$ cat src/rtl/conv_pkg.sv
// Shared definitions for the decimal conversion datapath: the converter
// state encoding, BCD digit constants and a digit-validity helper.
package conv_pkg;

    // Converter control states.
    typedef enum logic [1:0] {
        IDLE = 2'd0,
        CONV = 2'd1,
        DONE = 2'd2
    } conv_state_e;

    // Width of one packed BCD digit.
    localparam int BCD_NIBBLE_W = 4;

    // Largest legal decimal digit value.
    localparam logic [BCD_NIBBLE_W-1:0] BCD_MAX_DIGIT = 4'd9;

    // True when a nibble does not encode a decimal digit (10..15).
    function automatic logic bcd_digit_bad(input logic [BCD_NIBBLE_W-1:0] d);
        return (d > BCD_MAX_DIGIT);
    endfunction

endpackage

$ cat src/rtl/bcd_mac10.sv
// One decimal fold step: next = acc*10 + d, kept at BIN_W+4 bits so that the
// bits above BIN_W expose any overflow of the step. Also flags a non-decimal
// nibble. The nibble is added at its raw value even when it is invalid.
module bcd_mac10
    import conv_pkg::*;
#(
    parameter int BIN_W = 32
) (
    input  logic [BIN_W-1:0]        acc,
    input  logic [BCD_NIBBLE_W-1:0] d,
    output logic [BIN_W+3:0]        next,
    output logic                    digit_bad
);

    logic [BIN_W+3:0] acc_ext_s;
    logic [BIN_W+3:0] d_ext_s;
    logic [BIN_W+3:0] acc_x8_s;
    logic [BIN_W+3:0] acc_x2_s;

    assign acc_ext_s = {4'b0000, acc};
    assign d_ext_s   = {{BIN_W{1'b0}}, d};

    // acc*10 built from two shifts; (2^BIN_W-1)*10+15 fits in BIN_W+4 bits,
    // so this sum can never wrap.
    assign acc_x8_s  = acc_ext_s << 2'd3;
    assign acc_x2_s  = acc_ext_s << 2'd1;
    assign next      = acc_x8_s + acc_x2_s + d_ext_s;

    assign digit_bad = bcd_digit_bad(d);

endmodule

$ cat src/rtl/bcd_to_binary.sv
// Sequential packed-BCD to unsigned-binary converter. A word is accepted over
// a valid/ready handshake, folded into binary one digit per clock (most
// significant digit first, acc = acc*10 + digit), and the BIN_W-bit result is
// returned with sticky overflow and invalid-digit flags over a second
// valid/ready handshake.
module bcd_to_binary
    import conv_pkg::*;
#(
    parameter int DIGITS = 10,
    parameter int BIN_W  = 32
) (
    input  logic                        clk,
    input  logic                        rst_n,
    input  logic                        in_valid,
    output logic                        in_ready,
    input  logic [BCD_NIBBLE_W*DIGITS-1:0] bcd,
    output logic                        out_valid,
    input  logic                        out_ready,
    output logic [BIN_W-1:0]            bin,
    output logic                        ovf,
    output logic                        err
);

    localparam int SR_W  = BCD_NIBBLE_W * DIGITS;
    localparam int CNT_W = (DIGITS > 1) ? $clog2(DIGITS) : 1;
    localparam logic [CNT_W-1:0] CNT_LOAD = CNT_W'(DIGITS - 1);
    localparam logic [CNT_W-1:0] CNT_ZERO = {CNT_W{1'b0}};
    localparam logic [CNT_W-1:0] CNT_ONE  = CNT_W'(1);

    conv_state_e             state_r;
    conv_state_e             state_s;

    // Working registers of the fold.
    logic [SR_W-1:0]         sreg_r;
    logic [CNT_W-1:0]        cnt_r;
    logic [BIN_W-1:0]        acc_r;
    logic                    ovf_acc_r;
    logic                    err_acc_r;

    // Result registers presented on the output handshake.
    logic [BIN_W-1:0]        bin_r;
    logic                    ovf_r;
    logic                    err_r;

    // Combinational step results.
    logic [BCD_NIBBLE_W-1:0] digit_s;
    logic [BIN_W+3:0]        next_s;
    logic                    digit_bad_s;
    logic                    ovf_step_s;
    logic                    err_step_s;
    logic                    last_digit_s;

    assign digit_s      = sreg_r[SR_W-1 -: BCD_NIBBLE_W];
    assign last_digit_s = (cnt_r == CNT_ZERO);

    bcd_mac10 #(
        .BIN_W (BIN_W)
    ) u_mac10 (
        .acc       (acc_r),
        .d         (digit_s),
        .next      (next_s),
        .digit_bad (digit_bad_s)
    );

    // Overflow is sticky: any step that carries past BIN_W bits latches it.
    assign ovf_step_s = ovf_acc_r | (|next_s[BIN_W+3:BIN_W]);
    assign err_step_s = err_acc_r | digit_bad_s;

    // State register.
    always_ff @(posedge clk or negedge rst_n) begin
        if (!rst_n) begin
            state_r <= IDLE;
        end else begin
            state_r <= state_s;
        end
    end

    // Next-state decode: accept in IDLE, fold DIGITS digits, wait for consumer.
    always_comb begin
        state_s = state_r;
        case (state_r)
            IDLE: begin
                if (in_valid) begin
                    state_s = CONV;
                end else begin
                    state_s = IDLE;
                end
            end
            CONV: begin
                if (last_digit_s) begin
                    state_s = DONE;
                end else begin
                    state_s = CONV;
                end
            end
            DONE: begin
                if (out_ready) begin
                    state_s = IDLE;
                end else begin
                    state_s = DONE;
                end
            end
            default: begin
                state_s = IDLE;
            end
        endcase
    end

    // Fold datapath: load on accept, one digit per CONV cycle.
    always_ff @(posedge clk or negedge rst_n) begin
        if (!rst_n) begin
            sreg_r    <= {SR_W{1'b0}};
            cnt_r     <= CNT_ZERO;
            acc_r     <= {BIN_W{1'b0}};
            ovf_acc_r <= 1'b0;
            err_acc_r <= 1'b0;
        end else begin
            case (state_r)
                IDLE: begin
                    if (in_valid) begin
                        sreg_r    <= bcd;
                        cnt_r     <= CNT_LOAD;
                        acc_r     <= {BIN_W{1'b0}};
                        ovf_acc_r <= 1'b0;
                        err_acc_r <= 1'b0;
                    end
                end
                CONV: begin
                    acc_r     <= next_s[BIN_W-1:0];
                    ovf_acc_r <= ovf_step_s;
                    err_acc_r <= err_step_s;
                    sreg_r    <= {sreg_r[SR_W-BCD_NIBBLE_W-1:0], {BCD_NIBBLE_W{1'b0}}};
                    if (!last_digit_s) begin
                        cnt_r <= cnt_r - CNT_ONE;
                    end
                end
                default: begin
                end
            endcase
        end
    end

    // Result registers: updated only on the edge that enters DONE, so they
    // stay stable through backpressure and hold their value in IDLE.
    always_ff @(posedge clk or negedge rst_n) begin
        if (!rst_n) begin
            bin_r <= {BIN_W{1'b0}};
            ovf_r <= 1'b0;
            err_r <= 1'b0;
        end else if ((state_r == CONV) && last_digit_s) begin
            bin_r <= next_s[BIN_W-1:0];
            ovf_r <= ovf_step_s;
            err_r <= err_step_s;
        end
    end

    // Handshake flags come straight from the state register; they are
    // mutually exclusive by construction.
    assign in_ready  = (state_r == IDLE);
    assign out_valid = (state_r == DONE);
    assign bin       = bin_r;
    assign ovf       = ovf_r;
    assign err       = err_r;

endmodule

$ cat config.mk
export PLATFORM = sky130hd
export DESIGN_NAME = bcd_to_binary
export DESIGN_NICKNAME = d
export VERILOG_FILES = /design/src/rtl/conv_pkg.sv /design/src/rtl/bcd_mac10.sv /design/src/rtl/bcd_to_binary.sv
export SDC_FILE = /design/constraint.sdc
export NUM_CORES = 1
export LEC_CHECK = 0
export BUFFER_PORTS_ARGS = -buffer_cell sky130_fd_sc_hd__buf_2
export CAP_MARGIN = 20
export CORE_MARGIN = 1
export CORE_UTILIZATION = 55
export CTS_CLUSTER_DIAMETER = 40
export DETAILED_ROUTE_END_ITERATION = 10
export PLACE_DENSITY = 0.76
export SYNTH_ARGS = -nofsm -noshare
export SYNTH_HDL_FRONTEND = slang
export SYNTH_SLANG_ARGS = --single-unit
$ cat constraint.sdc
create_clock -name clk -period 6.9 [get_ports clk]
set_input_delay 0 -clock clk [delete_from_list [all_inputs] [get_ports clk]]
set_output_delay 0 -clock clk [all_outputs]
set_load 0.005 [all_outputs]
==> flow_metrics.env, run 1 <==
export IMPL_cp_end_kind="flip-flop"
export IMPL_vias_per_cell=5.79
export IMPL_async_flop_share=1.00
export IMPL_rsz0062_at_grt="no"
export IMPL_drt_pass1_iterations=5
export IMPL_grt_pass1_vias=5920
export IMPL_ios=80
export IMPL_nNetsFinal=984
export IMPL_netlist_instances=772
export IMPL_drt_iter0_drc=402
export IMPL_yosysUniqueCellTypes=51
export IMPL_fp_row_count=39
export IMPL_grt_overflow=0
export IMPL_synth_nets=882
export IMPL_vias=5957
export IMPL_portBuffers=79
export IMPL_yosysSeqAreaShare=0.425
export IMPL_synth_area_um2=6710
export IMPL_grt_max_degree=89
export IMPL_skew_ns=0.00826
export IMPL_core_area_um2=11700
export IMPL_track_usage=0.282
export IMPL_start_util=0.575
export IMPL_crit_required_ns=7.24
export IMPL_antenna_found_initial=0
export IMPL_avgRoutedWirePerCell_um=15.8
export IMPL_fin_tns_setup_ns=0
export IMPL_synth_seq_cells=114
export IMPL_numCtsBuffers=17
export IMPL_clk_pin_slew_ns=0.05
export IMPL_drv_cap=0
export IMPL_cts_resized=0
export IMPL_outcome="complete, no violations"
export IMPL_htree_levels=4
export IMPL_drt_wl_total_um=16300
export IMPL_min_period_ns=3.61
export IMPL_drtAntennaViolNets=0
export IMPL_post_cts_repair_setup_buffers=0
export IMPL_area_growth_syn_to_layout_pct=22.1
export IMPL_root_buffer="clkbuf_16"
export IMPL_die_w_um=112
export IMPL_dieArea_um2=12600
export IMPL_cts_sinks=114
export IMPL_yosys_warnings=0
export IMPL_fp_dieH_um=112
export IMPL_hold_class="in -> async"
export IMPL_drive_gt1_frac=0.146
export IMPL_hpwl_um=10700
export IMPL_synth_edf_count=0
export IMPL_drc=0
export IMPL_criticalPathCategory="reg -> reg"
export IMPL_antenna_cells=0
export IMPL_hold_violations=0
export IMPL_worst_slew_pin_slew_ns=0.797
export IMPL_max_clock_freq_ghz=0.277
export IMPL_ys_flop_type="dfrtp_1"
export IMPL_cts_tree="done"
export IMPL_syn_avg_cell_area_um2=8.69
export IMPL_clkLatencyLatePin_ns=0.42
export IMPL_fin_crit_sh=0.523
export IMPL_drv_slew=0
export IMPL_worst_endpoint_arrival_ns=3.95
export IMPL_clk_path_buf_depth=2
export IMPL_gp_congestion=0.879
export IMPL_cp_start_kind="flip-flop"
export IMPL_grt_pass1_wl_um=27900
export IMPL_slew_headroom=0.469
export IMPL_finalSetupViolCount=0
export IMPL_path_max_fanout=3
-- repair_timing --
item,CTS,global route
hold buffers,42,0
hold endpoints to repair,97,0
setup endpoints to repair,0,0
-- metal layers --
layer  up-vias  track usage  wire length (µm)
li1       2910            -                 -
met1      2818        0.350              7140
met2       181        0.461              7840
met3        48       0.0610               713
met4         0        0.156               606
met5         -            0                 0
-- layout make-up --
type | count | area (µm²)
Clock buffer | 22 | 474
Multi-Input combinational cell | 596 | 3620
Tap cell | 143 | 179
Inverter | 19 | 71.3
Sequential cell | 114 | 2850
Fill cell | 899 | 3480
Clock inverter | 9 | 106
Timing Repair Buffer | 126 | 876
-- layout by cell type, fill, tap and decap left out, types with 3 or more instances in the layout --
cell type	synthesis	layout
a211oi_1	3	3
a21o_1	7	7
a21oi_1	34	34
a31oi_1	41	41
and2_1	4	4
and3_1	6	6
buf_2	6	78
buf_4	0	5
clkbuf_16	0	17
clkbuf_8	0	3
clkinv_2	0	3
clkinvlp_4	0	3
dfrtp_1	114	114
dlygate4sd3_1	0	42
ha_1	64	64
inv_1	19	19
mux2_2	3	3
nand2_1	150	148
nand2_2	1	3
nand2b_1	9	8
nand3_1	36	36
nand4_1	5	5
nor2_1	64	64
nor2b_1	6	6
nor4_1	3	3
o21a_1	6	6
o21ai_0	81	81
o21ai_1	4	4
o21bai_1	5	5
o31ai_1	3	3
xnor2_1	18	18
xor2_1	11	11
-- critical path, stage by stage (launching register included) --
cell and delay (ns):
dfrtp_1 0.34, inv_1 0.07, fa_1 0.60, inv_1 0.06, ha_1 0.28, a21oi_1 0.19, nor2_1 0.09, or4_1 0.47
a21oi_1 0.24, o21ai_1 0.16, a221oi_1 0.52, o41ai_1 0.17, xnor2_1 0.16, o21ai_0 0.18
-- synth_stat cells, types with 5 or more instances --
cell	count	share of area
buf_2	6	0.0045
xnor2_1	18	0.024
nand4_1	5	0.0047
nand3_1	36	0.027
a31oi_1	41	0.038
nand2b_1	9	0.0084
o21bai_1	5	0.0056
a21oi_1	34	0.025
o21ai_0	81	0.060
inv_1	19	0.011
dfrtp_1	114	0.43
clkbuf_1	34	0.019
nand2_1	150	0.084
xor2_1	11	0.014
and3_1	6	0.0056
nor2_1	64	0.036
ha_1	64	0.12
nor2b_1	6	0.0056
o21a_1	6	0.0067
a21o_1	7	0.0078
-- state kept, by name (all words and copies together), names as in the netlist --
register and flops:
state_r 2, sreg_r 40, err_acc_r 1, ovf_acc_r 1, cnt_r 4, bin 32
ovf 1, acc_r 32, err 1
-- metrics by stage --
stage	setup WS, ns	std cells	hold slack [ns]	util	area, µm²
detailed placement	3.32	955	0.106	0.614	7160
floorplan	3.76	772	-0.296	-	6710
global placement	3.48	955	0.0980	0.614	7160
CTS	3.31	1028	0.208	0.699	8160
finish	3.29	1029	0.166	0.702	8180
global route	3.08	1029	0.256	0.702	8180
-- kinds of logic after synthesis --
group                      after synthesis  share of synthesized area
and+or+nand+nor                        292                      0.187
AOI/OAI and AO/OA                      205                      0.182
DFF                                    114                      0.425
adders and majority gates               66                      0.125
buffers and inverters                   62                     0.0358
xor gates and xnor gates                29                     0.0379
muxes                                    4                    0.00653
-- final timing paths --
path	from	to	slack (ns)	cells past startpoint
setup / recovery	sreg_r[39]$_DFFE_PN0P_	bin[29]$_DFFE_PN0P_	3.29	13
hold reg to reg	bin[20]$_DFFE_PN0P_	bin[20]$_DFFE_PN0P_	0.47	2
max in group asynchronous	rst_n	err_acc_r$_DFFE_PN0P_	5.48	3
setup reg to reg	sreg_r[39]$_DFFE_PN0P_	bin[29]$_DFFE_PN0P_	3.29	13
hold / removal	rst_n	bin[19]$_DFFE_PN0P_	0.17	2
min in group clk	in_valid	sreg_r[7]$_DFFE_PN0P_	0.28	4
Power of run 1 is left out: the tool's default activity adds up to more than one toggle a clock period on the data nets, which glitch-free logic cannot reach.
==> inputs of run 2 (changes only) <==
--- a/config.mk
+++ b/config.mk
@@ -8,10 +8,10 @@
 export BUFFER_PORTS_ARGS = -buffer_cell sky130_fd_sc_hd__buf_2
 export CAP_MARGIN = 20
 export CORE_MARGIN = 1
-export CORE_UTILIZATION = 55
+export CORE_UTILIZATION = 53
 export CTS_CLUSTER_DIAMETER = 40
 export DETAILED_ROUTE_END_ITERATION = 10
-export PLACE_DENSITY = 0.76
+export PLACE_DENSITY = 0.77
 export SYNTH_ARGS = -nofsm -noshare
 export SYNTH_HDL_FRONTEND = slang
 export SYNTH_SLANG_ARGS = --single-unit
==> constraint.sdc (replaced) <==
create_clock -name clk -period 3.2 [get_ports clk]
set_input_delay 0 -clock clk [delete_from_list [all_inputs] [get_ports clk]]
set_output_delay 0 -clock clk [all_outputs]
set_load 0.005 [all_outputs]
==> run 2 against run 1 <==
Critical path depth stayed put. Register-to-register slack worse by 3.2 ns. Global-route usage is 0.47 points lower. First-iteration DRC count is 3.2% lower. Clock-buffer cell count stayed put. Wire length is 3.2% higher. Cell count is 5.2% higher. Design area is 5.7% higher. Clock skew is 0.0047 ns higher. Critical endpoint is now acc_r[28]$_DFFE_PN0P_. Largest cell class unchanged.
==> flow_metrics.env, run 2 (synthesis gave the netlist of run 1 again) <==
export IMPL_min_period_ns=3.14
export IMPL_root_buffer="clkbuf_16"
export IMPL_cts_tree="done"
export IMPL_fp_dieH_um=114
export IMPL_drive_gt1_frac=0.198
export IMPL_drt_wl_total_um=16800
export IMPL_vias=6135
export IMPL_gp_congestion=0.925
export IMPL_crit_required_ns=3.46
export IMPL_crit_path_frequent_cell="a21oi_2"
export IMPL_antenna_cells=0
export IMPL_worst_endpoint_arrival_ns=3.40
export IMPL_track_usage=0.277
export IMPL_r2r_slack_ns=0.06
export IMPL_grt_pass1_vias=6134
export IMPL_drc=0
export IMPL_area_growth_syn_to_layout_pct=29.0
export IMPL_finalSetupViolCount=0
export IMPL_avgRoutedWirePerCell_um=15.6
export IMPL_final_common_cell="nand2_1"
export IMPL_dp_slack_ns=-0.158
export IMPL_clk_pin_slew_ns=0.05
export IMPL_start_util=0.551
export IMPL_cp_start_kind="flip-flop"
export IMPL_drv_cap=0
export IMPL_htree_levels=4
export IMPL_outcome="complete, no violations"
export IMPL_max_clock_freq_ghz=0.318
export IMPL_drv_slew=0
export IMPL_grt_max_degree=115
export IMPL_drt_iter0_drc=389
export IMPL_crit_chain="inv_2 > fa_1 > buf_4 > fa_2 > nand2b_4 > a21oi_2 > o21a_1 > a211o_2 > a221oi_2 > nand2_2 > a21oi_2 > xor2_1 > o21ai_0"
export IMPL_nNetsFinal=1012
export IMPL_drtAntennaViolNets=0
export IMPL_hold_class="in -> async"
export IMPL_layout_common_cells="nand2_1, dfrtp_1, buf_2"
export IMPL_fin_ws_ns=0.0581
export IMPL_dieArea_um2=13100
export IMPL_clk_path_buf_depth=2
export IMPL_reg2regPathDepth=13
export IMPL_fin_tns_setup_ns=0
export IMPL_portBuffers=79
export IMPL_fin_crit_sh=0.982
export IMPL_path_depth=13
export IMPL_vias_per_cell=5.67
export IMPL_worst_slew_pin_slew_ns=0.751
export IMPL_cts_sinks=114
export IMPL_path_max_fanout=3
export IMPL_rsz0062_at_grt="yes"
export IMPL_numCtsBuffers=17
export IMPL_crit_path_top_delay_cell="fa_1"
export IMPL_top_register="sreg_r"
export IMPL_ios=80
export IMPL_die_w_um=114
export IMPL_slew_headroom=0.499
export IMPL_grt_pass1_wl_um=28400
export IMPL_grt_overflow=0
export IMPL_hpwl_um=10900
export IMPL_criticalPathCategory="reg -> reg"
export IMPL_antenna_found_initial=0
export IMPL_cp_end_kind="flip-flop"
export IMPL_largest_reg_flops=40
export IMPL_hold_violations=0
export IMPL_clkLatencyLatePin_ns=0.42
export IMPL_critPathMaxStageDelay_ns=0.56
export IMPL_crit_buf_inv=2
export IMPL_fp_row_count=40
export IMPL_crit_family="compound AO/OA/AOI/OAI gates"
export IMPL_core_area_um2=12200
export IMPL_drt_pass1_iterations=5
export IMPL_skew_ns=0.0129
[run 2: cell count changes in the layout (fill, tap and decap cells not counted), sizes merged]
cell	delta
bufinv	+2
dlygate4sd3	+1
clkinvlp	-1
clkinv	-1
buf	+27
[run 2: tightest hold or removal path: stages]
cell and delay [ns]:
dlygate4sd3_1 0.53, buf_4 0.12, buf_12 0.40
[run 2: metrics by stage]
stage / std cells / util / hold WS, ns / instance area, µm²
2_1_floorplan: 772 / - / -0.296 / 6710
3_3_place_gp: 1002 / 0.606 / 0.131 / 7360
3_5_place_dp: 1002 / 0.606 / 0.138 / 7360
4_1_cts: 1078 / 0.700 / 0.248 / 8510
5_1_grt: 1082 / 0.711 / 0.261 / 8650
6_report: 1082 / 0.711 / 0.192 / 8650
[run 2: area by class of cell]
| type | instances | area, µm² |
|---|---|---|
| Clock buffer | 22 | 474 |
| Clock inverter | 9 | 154 |
| Fill cell | 883 | 3510 |
| Inverter | 19 | 71.3 |
| Multi-Input combinational cell | 596 | 3800 |
| Sequential cell | 114 | 2850 |
| Tap cell | 168 | 210 |
| Timing Repair Buffer | 154 | 1080 |
[run 2: timing repair]
item | 4_1_cts | 5_1_grt
setup endpoints to repair | 7 | 16
hold buffers | 43 | 0
gates resized for setup | 16 | 23
endpoints found under the hold margin | 156 | 0
pin swaps | 15 | 11
buffers inserted | 2 | 4
[run 2: final timing paths]
path / to / from
setup / recovery: acc_r[28]$_DFFE_PN0P_ / sreg_r[39]$_DFFE_PN0P_
hold / removal: bin[18]$_DFFE_PN0P_ / rst_n
setup reg to reg: acc_r[28]$_DFFE_PN0P_ / sreg_r[39]$_DFFE_PN0P_
hold reg to reg: bin[23]$_DFFE_PN0P_ / bin[23]$_DFFE_PN0P_
max in group asynchronous: sreg_r[18]$_DFFE_PN0P_ / rst_n
min in group clk: sreg_r[0]$_DFFE_PN0P_ / bcd[0]
[run 2: layer usage]
layer | track usage | up-vias | share of wire
met5 | 0 | - | 0
li1 | - | 2961 | -
met4 | 0.109 | 0 | 0.024
met1 | 0.342 | 2954 | 0.42
met3 | 0.0635 | 40 | 0.042
met2 | 0.472 | 180 | 0.51
Power of run 2 is left out for the same reason.
